==> src/rtl/ppu_pkg.sv <==
// Shared PPU types and constants for the sprite evaluation slice.
// Build option SPRITE_OVF_BUG_EN is consumed by sprite_eval.
package ppu_pkg;

  typedef enum logic [2:0] {
    IDLE,
    CLEAR,
    EVAL_Y,
    EVAL_COPY,
    EVAL_OVF,
    DONE
  } sprite_eval_state_t;

  localparam int         SEC_OAM_BYTES = 32;
  localparam logic [3:0] MAX_SPRITES   = 4'd8;

  localparam logic [8:0] CLEAR_START  = 9'd1;
  localparam logic [8:0] EVAL_START   = 9'd65;
  localparam logic [8:0] EVAL_END     = 9'd256;
  localparam logic [8:0] LAST_COL     = 9'd340;
  localparam logic [8:0] LAST_VIS_ROW = 9'd239;
  localparam logic [8:0] PRE_ROW      = 9'd261;

  // Wrapping 9-bit subtract: sprites above the line land far out of range.
  function automatic logic in_range(
    input logic [8:0] r,
    input logic [7:0] y,
    input logic       tall
  );
    logic [8:0] diff;
    diff = r - {1'b0, y};
    return diff < (tall ? 9'd16 : 9'd8);
  endfunction

endpackage

==> src/rtl/sec_oam_ram.sv <==
// 32x8 secondary OAM: synchronous write, asynchronous read.
// Same-address read during a write returns the old byte.
module sec_oam_ram
  import ppu_pkg::*;
(
  input  logic       clk,
  input  logic       we_i,
  input  logic [4:0] waddr_i,
  input  logic [7:0] wdata_i,
  input  logic [4:0] raddr_i,
  output logic [7:0] rdata_o
);

  logic [7:0] mem [SEC_OAM_BYTES];

  always_ff @(posedge clk) begin
    if (we_i) mem[waddr_i] <= wdata_i;
  end

  assign rdata_o = mem[raddr_i];

endmodule

==> src/rtl/sprite_eval.sv <==
// Per-scanline sprite evaluation into secondary OAM.
// SPRITE_OVF_BUG_EN: reproduce the diagonal overflow scan.
module sprite_eval
  import ppu_pkg::*;
(
  input  logic       clk,
  input  logic       rst_n,
  input  logic       ppu_clk_en,
  input  logic [8:0] row,
  input  logic [8:0] col,
  input  logic       sp_size,
  input  logic       render_en,
  output logic [7:0] eval_oam_addr,
  input  logic [7:0] eval_oam_data,
  input  logic [4:0] sec_oam_addr,
  output logic [7:0] sec_oam_data,
  output logic [3:0] sp_count,
  output logic       sp0_present,
  output logic       sp_over_set,
  output logic       sp_over_clr
);

  sprite_eval_state_t state_q, state_d;

  logic [5:0] n_q, n_d;
  logic [1:0] m_q, m_d;
  logic [3:0] cnt_q, cnt_d;
  logic       sp0_next_q, sp0_next_d;
  logic [3:0] sp_count_q, sp_count_d;
  logic       sp0_q, sp0_d;
  logic       ovf_set_q, ovf_set_d;
  logic       ovf_clr_q, ovf_clr_d;

  logic       active;
  logic       hit;
  logic       last_n;
  logic       we;
  logic [4:0] waddr;
  logic [7:0] wdata;

  always_comb begin
    active      = render_en && (row <= LAST_VIS_ROW);
    hit         = in_range(row, eval_oam_data, sp_size);
    last_n      = (n_q == 6'd63);
    state_d     = state_q;
    n_d         = n_q;
    m_d         = m_q;
    cnt_d       = cnt_q;
    sp0_next_d  = sp0_next_q;
    sp_count_d  = sp_count_q;
    sp0_d       = sp0_q;
    ovf_set_d   = 1'b0;
    ovf_clr_d   = (row == PRE_ROW) && (col == CLEAR_START);
    we          = 1'b0;
    waddr       = col[5:1];
    wdata       = 8'hFF;

    if (!active) begin
      state_d = IDLE;
    end else if (col == LAST_COL) begin
      state_d = IDLE;
    end else if (col == 9'd0) begin
      state_d    = CLEAR;
      n_d        = '0;
      m_d        = '0;
      cnt_d      = '0;
      sp0_next_d = 1'b0;
    end else if (col == EVAL_END) begin
      state_d = DONE;
    end else begin
      unique case (state_q)
        CLEAR: begin
          we = col[0] && (col < EVAL_START);
          if (col == EVAL_START - 9'd1) state_d = EVAL_Y;
        end
        EVAL_Y: begin
          if (!col[0]) begin
            if (hit) begin
              we      = 1'b1;
              waddr   = {cnt_q[2:0], 2'b00};
              wdata   = eval_oam_data;
              m_d     = 2'd1;
              state_d = EVAL_COPY;
              if (n_q == 6'd0) sp0_next_d = 1'b1;
            end else begin
              n_d = n_q + 6'd1;
              if (last_n) state_d = DONE;
            end
          end
        end
        EVAL_COPY: begin
          if (!col[0]) begin
            we    = 1'b1;
            waddr = {cnt_q[2:0], m_q};
            wdata = eval_oam_data;
            if (m_q == 2'd3) begin
              m_d   = 2'd0;
              cnt_d = cnt_q + 4'd1;
              n_d   = n_q + 6'd1;
              if (last_n) state_d = DONE;
              else if (cnt_q == MAX_SPRITES - 4'd1) state_d = EVAL_OVF;
              else state_d = EVAL_Y;
            end else begin
              m_d = m_q + 2'd1;
            end
          end
        end
        EVAL_OVF: begin
          if (!col[0]) begin
            if (hit) begin
              ovf_set_d = 1'b1;
              state_d   = DONE;
            end else begin
              n_d = n_q + 6'd1;
`ifdef SPRITE_OVF_BUG_EN
              m_d = m_q + 2'd1;
`else
              m_d = 2'd0;
`endif
              if (last_n) state_d = DONE;
            end
          end
        end
        default: ;
      endcase
    end

    // Render off holds the last list; a non-evaluated line reports none.
    if (col == EVAL_END && render_en) begin
      sp_count_d = (active && state_q != IDLE) ? cnt_q : 4'd0;
      sp0_d      = active && state_q != IDLE && sp0_next_q;
    end

    we = we && ppu_clk_en;
  end

  always_ff @(posedge clk or negedge rst_n) begin
    if (!rst_n) begin
      state_q    <= IDLE;
      n_q        <= '0;
      m_q        <= '0;
      cnt_q      <= '0;
      sp0_next_q <= 1'b0;
      sp_count_q <= '0;
      sp0_q      <= 1'b0;
      ovf_set_q  <= 1'b0;
      ovf_clr_q  <= 1'b0;
    end else if (ppu_clk_en) begin
      state_q    <= state_d;
      n_q        <= n_d;
      m_q        <= m_d;
      cnt_q      <= cnt_d;
      sp0_next_q <= sp0_next_d;
      sp_count_q <= sp_count_d;
      sp0_q      <= sp0_d;
      ovf_set_q  <= ovf_set_d;
      ovf_clr_q  <= ovf_clr_d;
    end
  end

  sec_oam_ram u_sec_oam (
    .clk     (clk),
    .we_i    (we),
    .waddr_i (waddr),
    .wdata_i (wdata),
    .raddr_i (sec_oam_addr),
    .rdata_o (sec_oam_data)
  );

  assign eval_oam_addr = {n_q, m_q};
  assign sp_count      = sp_count_q;
  assign sp0_present   = sp0_q;
  assign sp_over_set   = ovf_set_q;
  assign sp_over_clr   = ovf_clr_q;

endmodule

==> config.mk <==
export PLATFORM = sky130hd
export DESIGN_NAME = sprite_eval
export DESIGN_NICKNAME = d
export VERILOG_FILES = /design/src/rtl/ppu_pkg.sv /design/src/rtl/sec_oam_ram.sv /design/src/rtl/sprite_eval.sv
export SDC_FILE = /design/constraint.sdc
export NUM_CORES = 1
export LEC_CHECK = 0
export CAP_MARGIN = 20
export CORE_UTILIZATION = 52
export DETAILED_ROUTE_END_ITERATION = 8
export PLACE_DENSITY_LB_ADDON = 0.2
export SLEW_MARGIN = 15
export SYNTH_ARGS = -nofsm -noshare
export SYNTH_HDL_FRONTEND = slang
export SYNTH_HIERARCHICAL = 1
export SYNTH_SLANG_ARGS = --single-unit
export TNS_END_PERCENT = 1
==> constraint.sdc <==
create_clock -name clk -period 9.7 [get_ports clk]
set_input_delay 1.455 -clock clk [delete_from_list [all_inputs] [get_ports clk]]
set_output_delay 1.455 -clock clk [all_outputs]
set_load 0.005 [all_outputs]
==> results of run 1 <==
## path summary, 6_finish.rpt
check,start,end,slack (ns),depth (start not counted)
hold / removal,sp_count[3],sp_count[3],0.50,2
setup reg to reg,state_q[1],u_sec_oam/mem[10][6],5.11,7
min in group asynchronous,rst_n,n_q[5],0.89,1
setup / recovery,col[0],u_sec_oam/mem[10][6],3.61,10
hold reg to reg,sp_count[3],sp_count[3],0.50,2
max in group asynchronous,rst_n,m_q[0],8.42,1
## state kept, by name (all words and copies together) (netlist names)
register       cells
u_sec_oam/mem    256
state_q            3
sp_over_clr        1
cnt_q              4
sp_over_set        1
n_q                6
m_q                2
sp0_next_q         1
sp_count           4
sp0_present        1
## routing by layer
| layer | share of wire, % | track usage [%] |
|---|---|---|
| met5 | 0 | 0 |
| met4 | 1.8 | 5.57 |
| met3 | 7.2 | 3.92 |
| met2 | 49 | 38.2 |
| met1 | 42 | 33.3 |
## metrics by stage
step	setup slack (ns)	cells
6_report	3.61	1050
3_5_place_dp	3.13	997
5_1_grt	3.35	1049
4_1_cts	3.63	1047
3_3_place_gp	3.28	997
2_1_floorplan	4.70	674
## kinds of logic after synthesis
family                     Yosys count  synth area share, %
AOI/OAI and AO/OA                   77                 4.39
adders and majority gates           12                 1.25
xor gates and xnor gates             6                0.564
DFF                                279                 69.0
and+or+nand+nor                    162                 7.06
muxes                               90                 16.0
buffers and inverters               48                 1.81
## cell usage after synthesis (all sizes together), types with 3 or more instances
cell and instances:
o31a 3, clkbuf 11, a21oi 16, inv 20, nor4b 3, o21ai 26
nand4 7, a32o 3, nand2b 4, nor2 55, edfxtp 256, nand3 16
or3b 3, o22ai 3, nand3b 7, o21a 3, dfrtp 23, xnor2 4
mux2 8, or4 5, buf 17, ha 12, o211ai 5, or3 3
nand2 34, nor2b 6, nor3 6, mux4 80
## placed cells by master, fill, tap and decap left out, types with 16 or more instances in the layout
master,synthesis,layout
mux4_2,80,80
clkbuf_16,0,27
dfrtp_1,23,23
clkdlybuf4s50_1,0,54
inv_1,20,20
nor2_1,54,54
nand2_1,34,34
edfxtp_1,256,256
nand3_1,16,16
o21ai_0,22,22
## power breakdown
group / switching [uW] / internal, uW / total, uW
Clock: 436 / 568 / 1000
Sequential: 15.9 / 1310 / 1330
Combinational: 102 / 86.9 / 189
Total: 554 / 1960 / 2520
## critical path: stages
cell	delay (ns)
clkdlybuf4s50_1	0.99
nor2_1	0.16
nor4b_4	0.19
nor2_1	0.33
nand2_1	0.23
nor2_1	0.47
a21oi_1	0.13
nor3_1	0.94
or3b_2	0.57
nor2_1	0.76
## final cells by class
type | count | area (sq um)
Antenna cell | 1 | 2.50
Clock buffer | 32 | 694
Clock inverter | 18 | 154
Fill cell | 1628 | 8950
Inverter | 20 | 75.1
Multi-Input combinational cell | 347 | 3500
Sequential cell | 279 | 8260
Tap cell | 285 | 357
Timing Repair Buffer | 68 | 639
==> results_dict.tcl, run 1 <==
set metrics [dict create \
    h-tree-depth 1 \
    syn_nets 722 \
    grt_max_degree 65 \
    die_h_um 154 \
    holdWs_ns 0.503 \
    yosys.area.top_type "edfxtp_1" \
    dieArea_sq_um 23600 \
    first_global_vias 6729 \
    synth.avg_cell_area_sq_um 17.8 \
    utilization_pct 60.4 \
    path_clk_slew_ns 0.06 \
    synth-seq-cells 279 \
    port_buffers 58 \
    clock_latency_ns 0.55 \
    ctsResizeCount 0 \
    crit_type "in2reg" \
    avgViaCountPerCell 6.32 \
    cts_setup_buffers 0 \
    root_buffer "clkbuf_16" \
    placed_area_sq_um 12800 \
    ys_types 67 \
    hold_path.class "reg2reg" \
    cts_buffers 27 \
    cts_tree "done" \
    synth_cells 674 \
    num_rows 55 \
    period_share_pct 62.8 \
    hold_viol 0 \
    setup_viol 0 \
    first_pass_iters 7 \
    yosys_warnings 6 \
    setup_tns_ns 0 \
    violations "design-rule violations" \
    fin_area_sq_um 13700 \
    max-cap-violations 0 \
    cp-end-kind "flip-flop" \
    wl_um 26800 \
    grt_antenna_before_repair 1 \
    start_kind "input pin" \
    netlist.area_leader.share_pct 64.2 \
    wl_per_cell_um 25.5 \
    core_sq_um 22600 \
    p_total_uw 2520 \
    clock_skew_ns 0.0270 \
    grt_usage_pct 23.4 \
    synth-edff-count 256 \
    initial_core_util_pct 52.9 \
    power.density_nw_per_um2 184 \
    required_ns 9.85 \
    netlist_top_cells_area "edfxtp_1, mux4_2, dfrtp_1" \
    rsz0062_at_grt "no" \
    fin_crit_ns 6.09 \
    layout-drive-gt1-share_pct 20.9 \
    chipWidth_um 154 \
    run_status "complete, but fails checks" \
    synthArstFlopShare_pct 8.24 \
    numClockSinks 279 \
    area_delta_synth_final_pct 14.2 \
    grt-ovfl-total 0 \
    cts_hold_buf 0 \
    maxSlewViolCount 0 \
    gp_congestion 0.856 \
    fmax_mhz 164 \
    num_vias 6634 \
    slew_headroom_pct 23.3 \
    power.leakage_uw 0.00496 \
    fin_nets 791 \
    cts_buffer_depth 3 \
    final_antenna_net_count 0 \
    tightest_slew_ns 1.14 \
    io_pins 59 \
    arrival_ns 6.24 \
    ys.flop_type "edfxtp_1" \
    grt_pass1_wl_um 41100 \
    yosysSeqAreaShare_pct 69.0 \
    synth_area_sq_um 12000 \
    vdd_ir_drop_max_v 0.000123 \
    dp_hpwl_um 17600 \
    drc 4 \
    cp_max_fo 24 \
    drt-initial-drc-count 611 \
]
(Power assumes the default switching activity.)
==> run 2: changes to the inputs <==
clock period = 5.6 ns   (was 9.7 ns; I/O delays follow)
==> run 2 against run 1 <==
Against the previous run:
- the run still ends with design-rule violations left
- sequential share of layout area is 1.3 points lower
- worst hold slack worse by 0.0072 ns
- utilization grew 1.3 points
- final cell count is 3.0% higher
- critical path type unchanged
==> results_dict.tcl, run 2 (synthesis gave the netlist of run 1 again) <==
set metrics [dict create \
    vdd_ir_drop_max_v 0.000269 \
    startpoint "eval_oam_data[2]" \
    required_ns 5.75 \
    setup_viol 0 \
    hold_path.class "reg2reg" \
    r2r_start "state_q[0]" \
    crit_type "in2reg" \
    placedCellCount 1033 \
    period_share_pct 84.7 \
    grt_max_degree 65 \
    largest_reg_flops 256 \
    r2r_end "u_sec_oam/mem[20][1]" \
    cp-end-kind "flip-flop" \
    sw_frac_of_total_pct 21.3 \
    grt_antenna_before_repair 2 \
    gp_congestion 0.878 \
    clock_skew_ns 0.00903 \
    wl_um 25600 \
    grt_pass1_wl_um 39600 \
    cp_max_fo 8 \
    numClockSinks 279 \
    wl_per_cell_um 23.6 \
    fill_cells 1551 \
    dp_hpwl_um 16700 \
    num_rows 55 \
    drt-initial-drc-count 517 \
    p_seq_share_pct 52.5 \
    num_vias 6564 \
    ctsResizeCount 0 \
    fin_crit_ns 4.74 \
    top_register "u_sec_oam/mem" \
    p_sw_uw 930 \
    reg_top3 "u_sec_oam/mem (256), n_q (6)" \
    die_h_um 154 \
    chipWidth_um 154 \
    cts_hold_buf 0 \
    dieArea_sq_um 23600 \
    slowest_delay_ns 0.62 \
    multi_input_area_sq_um 3500 \
    instances_no_fill 1082 \
    r2r_slack_ns 1.74 \
    internal_power_uw 3440 \
    layout_common_cells "edfxtp_1, mux4_2, clkdlybuf4s50_1" \
    power.leakage_uw 0.00516 \
    worstHoldPathCells 2 \
    rsz0062_at_grt "no" \
    violations "design-rule violations" \
    area.sequential_sq_um 8260 \
    start_kind "input pin" \
    tightest_slew_ns 0.930 \
    setup_tns_ns 0 \
    drc 4 \
    cp_common_cell "a21oi_1" \
    path_clk_slew_ns 0.06 \
    hold_viol 0 \
    max-cap-violations 0 \
    hold_end "sp_count[2]" \
    run_status "complete, but fails checks" \
    grt-ovfl-total 0 \
    arrival_ns 4.89 \
    mostFrequentLayoutCell "edfxtp_1" \
    initial_core_util_pct 52.9 \
    cts_buffer_depth 3 \
    grt_usage_pct 22.4 \
    first_pass_iters 7 \
    p_comb_share_pct 7.6 \
    hold_path.startpoint "sp_count[2]" \
    slew_headroom_pct 38.0 \
    cts_buffers 27 \
    area_delta_synth_final_pct 16.7 \
    critPathBufInv 2 \
    layout-drive-gt1-share_pct 24.5 \
    pwr-share-clk_pct 39.9 \
    first_global_vias 6740 \
    fin_nets 826 \
    core_sq_um 22600 \
    root_buffer "clkbuf_16" \
    cp_slowest_cell "or3b_2" \
    clock_latency_ns 0.52 \
    utilization_pct 61.8 \
    h-tree-depth 1 \
    cts_setup_buffers 0 \
    final_antenna_net_count 0 \
    io_pins 59 \
    reg2reg_depth 5 \
    cpLargestDelayFamily "simple AND/OR/NAND/NOR gates" \
    fmax_mhz 211 \
    avgViaCountPerCell 6.07 \
    port_buffers 58 \
    power.density_nw_per_um2 313 \
    cp_cell_sequence "clkdlybuf4s50_1, inv_1, ha_1, a21oi_1, o21ai_1, a21oi_1, xnor2_1, ha_1, a21oi_1, nand4_2, nor2_1, o21ai_0, a211oi_1, or3b_2, nor2_1" \
    cts_tree "done" \
    maxSlewViolCount 0 \
]
==> run 2: final cells by class <==
cell class	count	area share, %
Inverter	20	0.537
Tap cell	285	2.55
Sequential cell	279	59.1
Timing Repair Buffer	103	6.66
Antenna cell	1	0.0179
Multi-Input combinational cell	347	25.0
Clock inverter	13	0.877
Clock buffer	34	5.23
==> run 2: worst max path at each step <==
stage | slack, ns | cells past startpoint | end
finish | 0.86 | 15 | u_sec_oam/mem[20][1]
floorplan | 1.22 | 14 | u_sec_oam/mem[18][0]
detailed placement | 0.38 | 15 | u_sec_oam/mem[20][2]
global route | 0.48 | 15 | u_sec_oam/mem[20][1]
global placement | 0.58 | 15 | u_sec_oam/mem[20][4]
CTS | 0.92 | 15 | u_sec_oam/mem[20][0]
==> run 2: power by group through the flow <==
stage | clock, uW | combinational, uW | sequential (uW)
2_1_floorplan | 0 | 201 | 2330
3_3_place_gp | 0 | 322 | 2340
3_5_place_dp | 0 | 329 | 2340
4_1_cts | 1770 | 332 | 2300
5_1_grt | 1860 | 366 | 2300
6_report | 1740 | 333 | 2300
==> run 2: routing by layer <==
layer  vias to the layer above  wire [um]  global-route usage [%]
met5                         -         13                       0
met4                         2        374                    5.10
met3                        28       1670                    3.83
met2                       244      12500                    36.1
met1                      3344      11000                    32.3
li1                       2946          -                       -
==> run 2: worst min-delay path, cell delays in order, from the launching register on <==
cell,delay [ns]
dfrtp_1,0.35
nand2_1,0.05
o21ai_0,0.07
==> run 2: stage by stage <==
| step | area, sq um | power, uW | setup slack [ns] | hold slack, ns |
|---|---|---|---|---|
| global route | 14000 | 4520 | 0.482 | 0.531 |
| floorplan | 12000 | 2530 | 1.22 | 0.462 |
| CTS | 14000 | 4400 | 0.917 | 0.506 |
| detailed placement | 13100 | 2670 | 0.383 | 0.493 |
| finish | 14000 | 4370 | 0.858 | 0.496 |
| global placement | 13100 | 2660 | 0.583 | 0.479 |
==> run 3: changes to the inputs <==
clock period = 4.95 ns   (was 5.6 ns; I/O delays follow)
==> run 3 against run 2 <==
Against the previous run:
- the flow still finishes with violations (design-rule violations)
- die area stayed put
- flip-flop and latch count unchanged
- final area grew 0.57%
- worst hold slack lost 0.29 ns
- sequential power grew 13%
- clock skew up 0.012 ns
- critical endpoint is now u_sec_oam/mem[19][3]
- clock power rose by 20%
- non-clock buffer count grew 5
==> results_dict.tcl, run 3 (synthesis gave the netlist of run 1 again) <==
set metrics [dict create \
    drc 2 \
    dp_hpwl_um 17200 \
    cts_hold_buf 0 \
    clock_latency_ns 0.53 \
    reg2reg_depth 8 \
    r2r_start "state_q[1]" \
    grt_antenna_before_repair 0 \
    utilization_pct 62.1 \
    violations "design-rule violations" \
    cp_common_cell "a21oi_1" \
    core_sq_um 22600 \
    cp_cell_sequence "clkdlybuf4s50_1, inv_1, ha_1, a21oi_1, o21ai_1, a21oi_1, xnor2_1, ha_1, a21oi_1, nand4_2, or2_1, a2111oi_0, nor3_1, or3b_2, nor2_1, buf_4" \
    endpoint "u_sec_oam/mem[19][3]" \
    use_met3_pct 3.04 \
    num_antenna_cells 0 \
    grt_usage_pct 22.6 \
    reg_top3 "u_sec_oam/mem (256), n_q (6)" \
    die_h_um 154 \
    layout_common_cells "edfxtp_1, mux4_2, clkdlybuf4s50_1" \
    cp_max_fo 8 \
    r2r_end "u_sec_oam/mem[11][2]" \
    cp_slowest_cell "or3b_2" \
    fmax_mhz 212 \
    root_buffer "clkbuf_16" \
    port_buffers 58 \
    wl_um 25900 \
    holdWs_ns 0.202 \
    setup_viol 0 \
    area_delta_synth_final_pct 17.4 \
    multi_input_area_sq_um 3500 \
    power.density_nw_per_um2 359 \
    dieArea_sq_um 23600 \
    hold_path.class "in2async" \
    ctsResizeCount 0 \
    fin_nets 831 \
    avgViaCountPerCell 6.14 \
    first_pass_iters 7 \
    placed_area_sq_um 13200 \
    slew_headroom_pct 36.1 \
    path_clk_slew_ns 0.07 \
    final_antenna_net_count 0 \
    r2r_slack_ns 0.91 \
    arrival_ns 4.96 \
    cts_setup_buffers 0 \
    gr-usage-met1_pct 31.6 \
    fin_area_sq_um 14100 \
    tightest_slew_ns 0.951 \
    top_register "u_sec_oam/mem" \
    fill_cells 1570 \
    mostFrequentLayoutCell "edfxtp_1" \
    io_pins 59 \
    slowest_delay_ns 0.58 \
    p_total_uw 5050 \
    startpoint "eval_oam_data[2]" \
    max-cap-violations 0 \
    cts_buffers 27 \
    vdd_ir_drop_max_v 0.000244 \
    gp_congestion 0.894 \
    largest_reg_flops 256 \
    grt_pass1_wl_um 39800 \
    drt-initial-drc-count 671 \
    numClockSinks 279 \
    chipWidth_um 154 \
    area.sequential_sq_um 8260 \
    required_ns 5.19 \
    rsz0062_at_grt "no" \
    initial_core_util_pct 52.9 \
    num_rows 55 \
    grt_max_degree 65 \
    cp-end-kind "flip-flop" \
    busiest_layer "met2" \
    wl_per_cell_um 23.8 \
    maxSlewViolCount 0 \
    layout-drive-gt1-share_pct 24.8 \
    grt-ovfl-total 0 \
    fin_crit_ns 4.72 \
    use_met2_pct 37.9 \
    num_vias 6669 \
    h-tree-depth 1 \
    cts_tree "done" \
    first_global_vias 6720 \
    clock_skew_ns 0.0213 \
    hold_viol 0 \
    cts_buffer_depth 3 \
    run_status "complete, but fails checks" \
    period_share_pct 95.4 \
    crit_type "in2reg" \
    start_kind "input pin" \
    power.leakage_uw 0.00520 \
]
==> run 3: changes by cell type in the layout (fill, tap and decap cells not counted), sizes merged <==
cell,change
buf,+6
bufinv,+3
clkbuf,-1
clkdlybuf4s50,-1
clkinv,-1
clkinvlp,+1
diode,-1
inv,-1
==> run 3: worst min path at each step <==
stage / endpoint / slack (ns) / cells past startpoint
3_5_place_dp: sp0_present / 0.48 / 2
2_1_floorplan: cnt_q[0] / 0.45 / 0
6_report: n_q[1] / 0.20 / 1
4_1_cts: sp0_present / 0.50 / 2
5_1_grt: n_q[1] / 0.24 / 1
3_3_place_gp: sp_count[0] / 0.48 / 2
==> run 3: area by class of cell <==
cell class                 instances  area share (%)
clock buffer                      33            4.96
timing repair buffer             108            6.89
multi-input combinational        347            24.9
inverter                          20           0.534
tap                              285            2.54
clock inverter                    15            1.43
sequential                       279            58.8
==> run 3: metrics by stage <==
step,setup TNS [ns],setup WS (ns),std cells
after floorplan,0,0.666,674
after global placement,-0.0522,-0.00453,1039
after detailed placement,-16.21,-0.234,1039
after CTS,0,0.316,1087
after global routing,0,0.0300,1087
final,0,0.227,1087
==> run 3: critical path, delay by kind of cell <==
| family | cells | cell delay, ns |
|---|---|---|
| AO/OA/AOI/OAI | 5 | 1.21 |
| buffers and inverters | 3 | 0.70 |
| AND/OR/NAND/NOR | 5 | 1.58 |
| adder cells (fa/ha/maj) | 2 | 0.56 |
| XOR/XNOR | 1 | 0.15 |
==> run 3: where the power goes <==
group / switching, uW / internal, uW / leakage [uW]
Combinational: 201 / 175 / 0.00163
Sequential: 31.6 / 2570 / 0.00313
Clock: 819 / 1260 / 0.000435
Total: 1050 / 4000 / 0.00520
==> run 3: metal layers <==
layer	share of wire, %	vias to the layer above
met4	1.8	0
met3	6.4	40
met1	42	3383
met2	50	293
met5	0	-
li1	-	2953
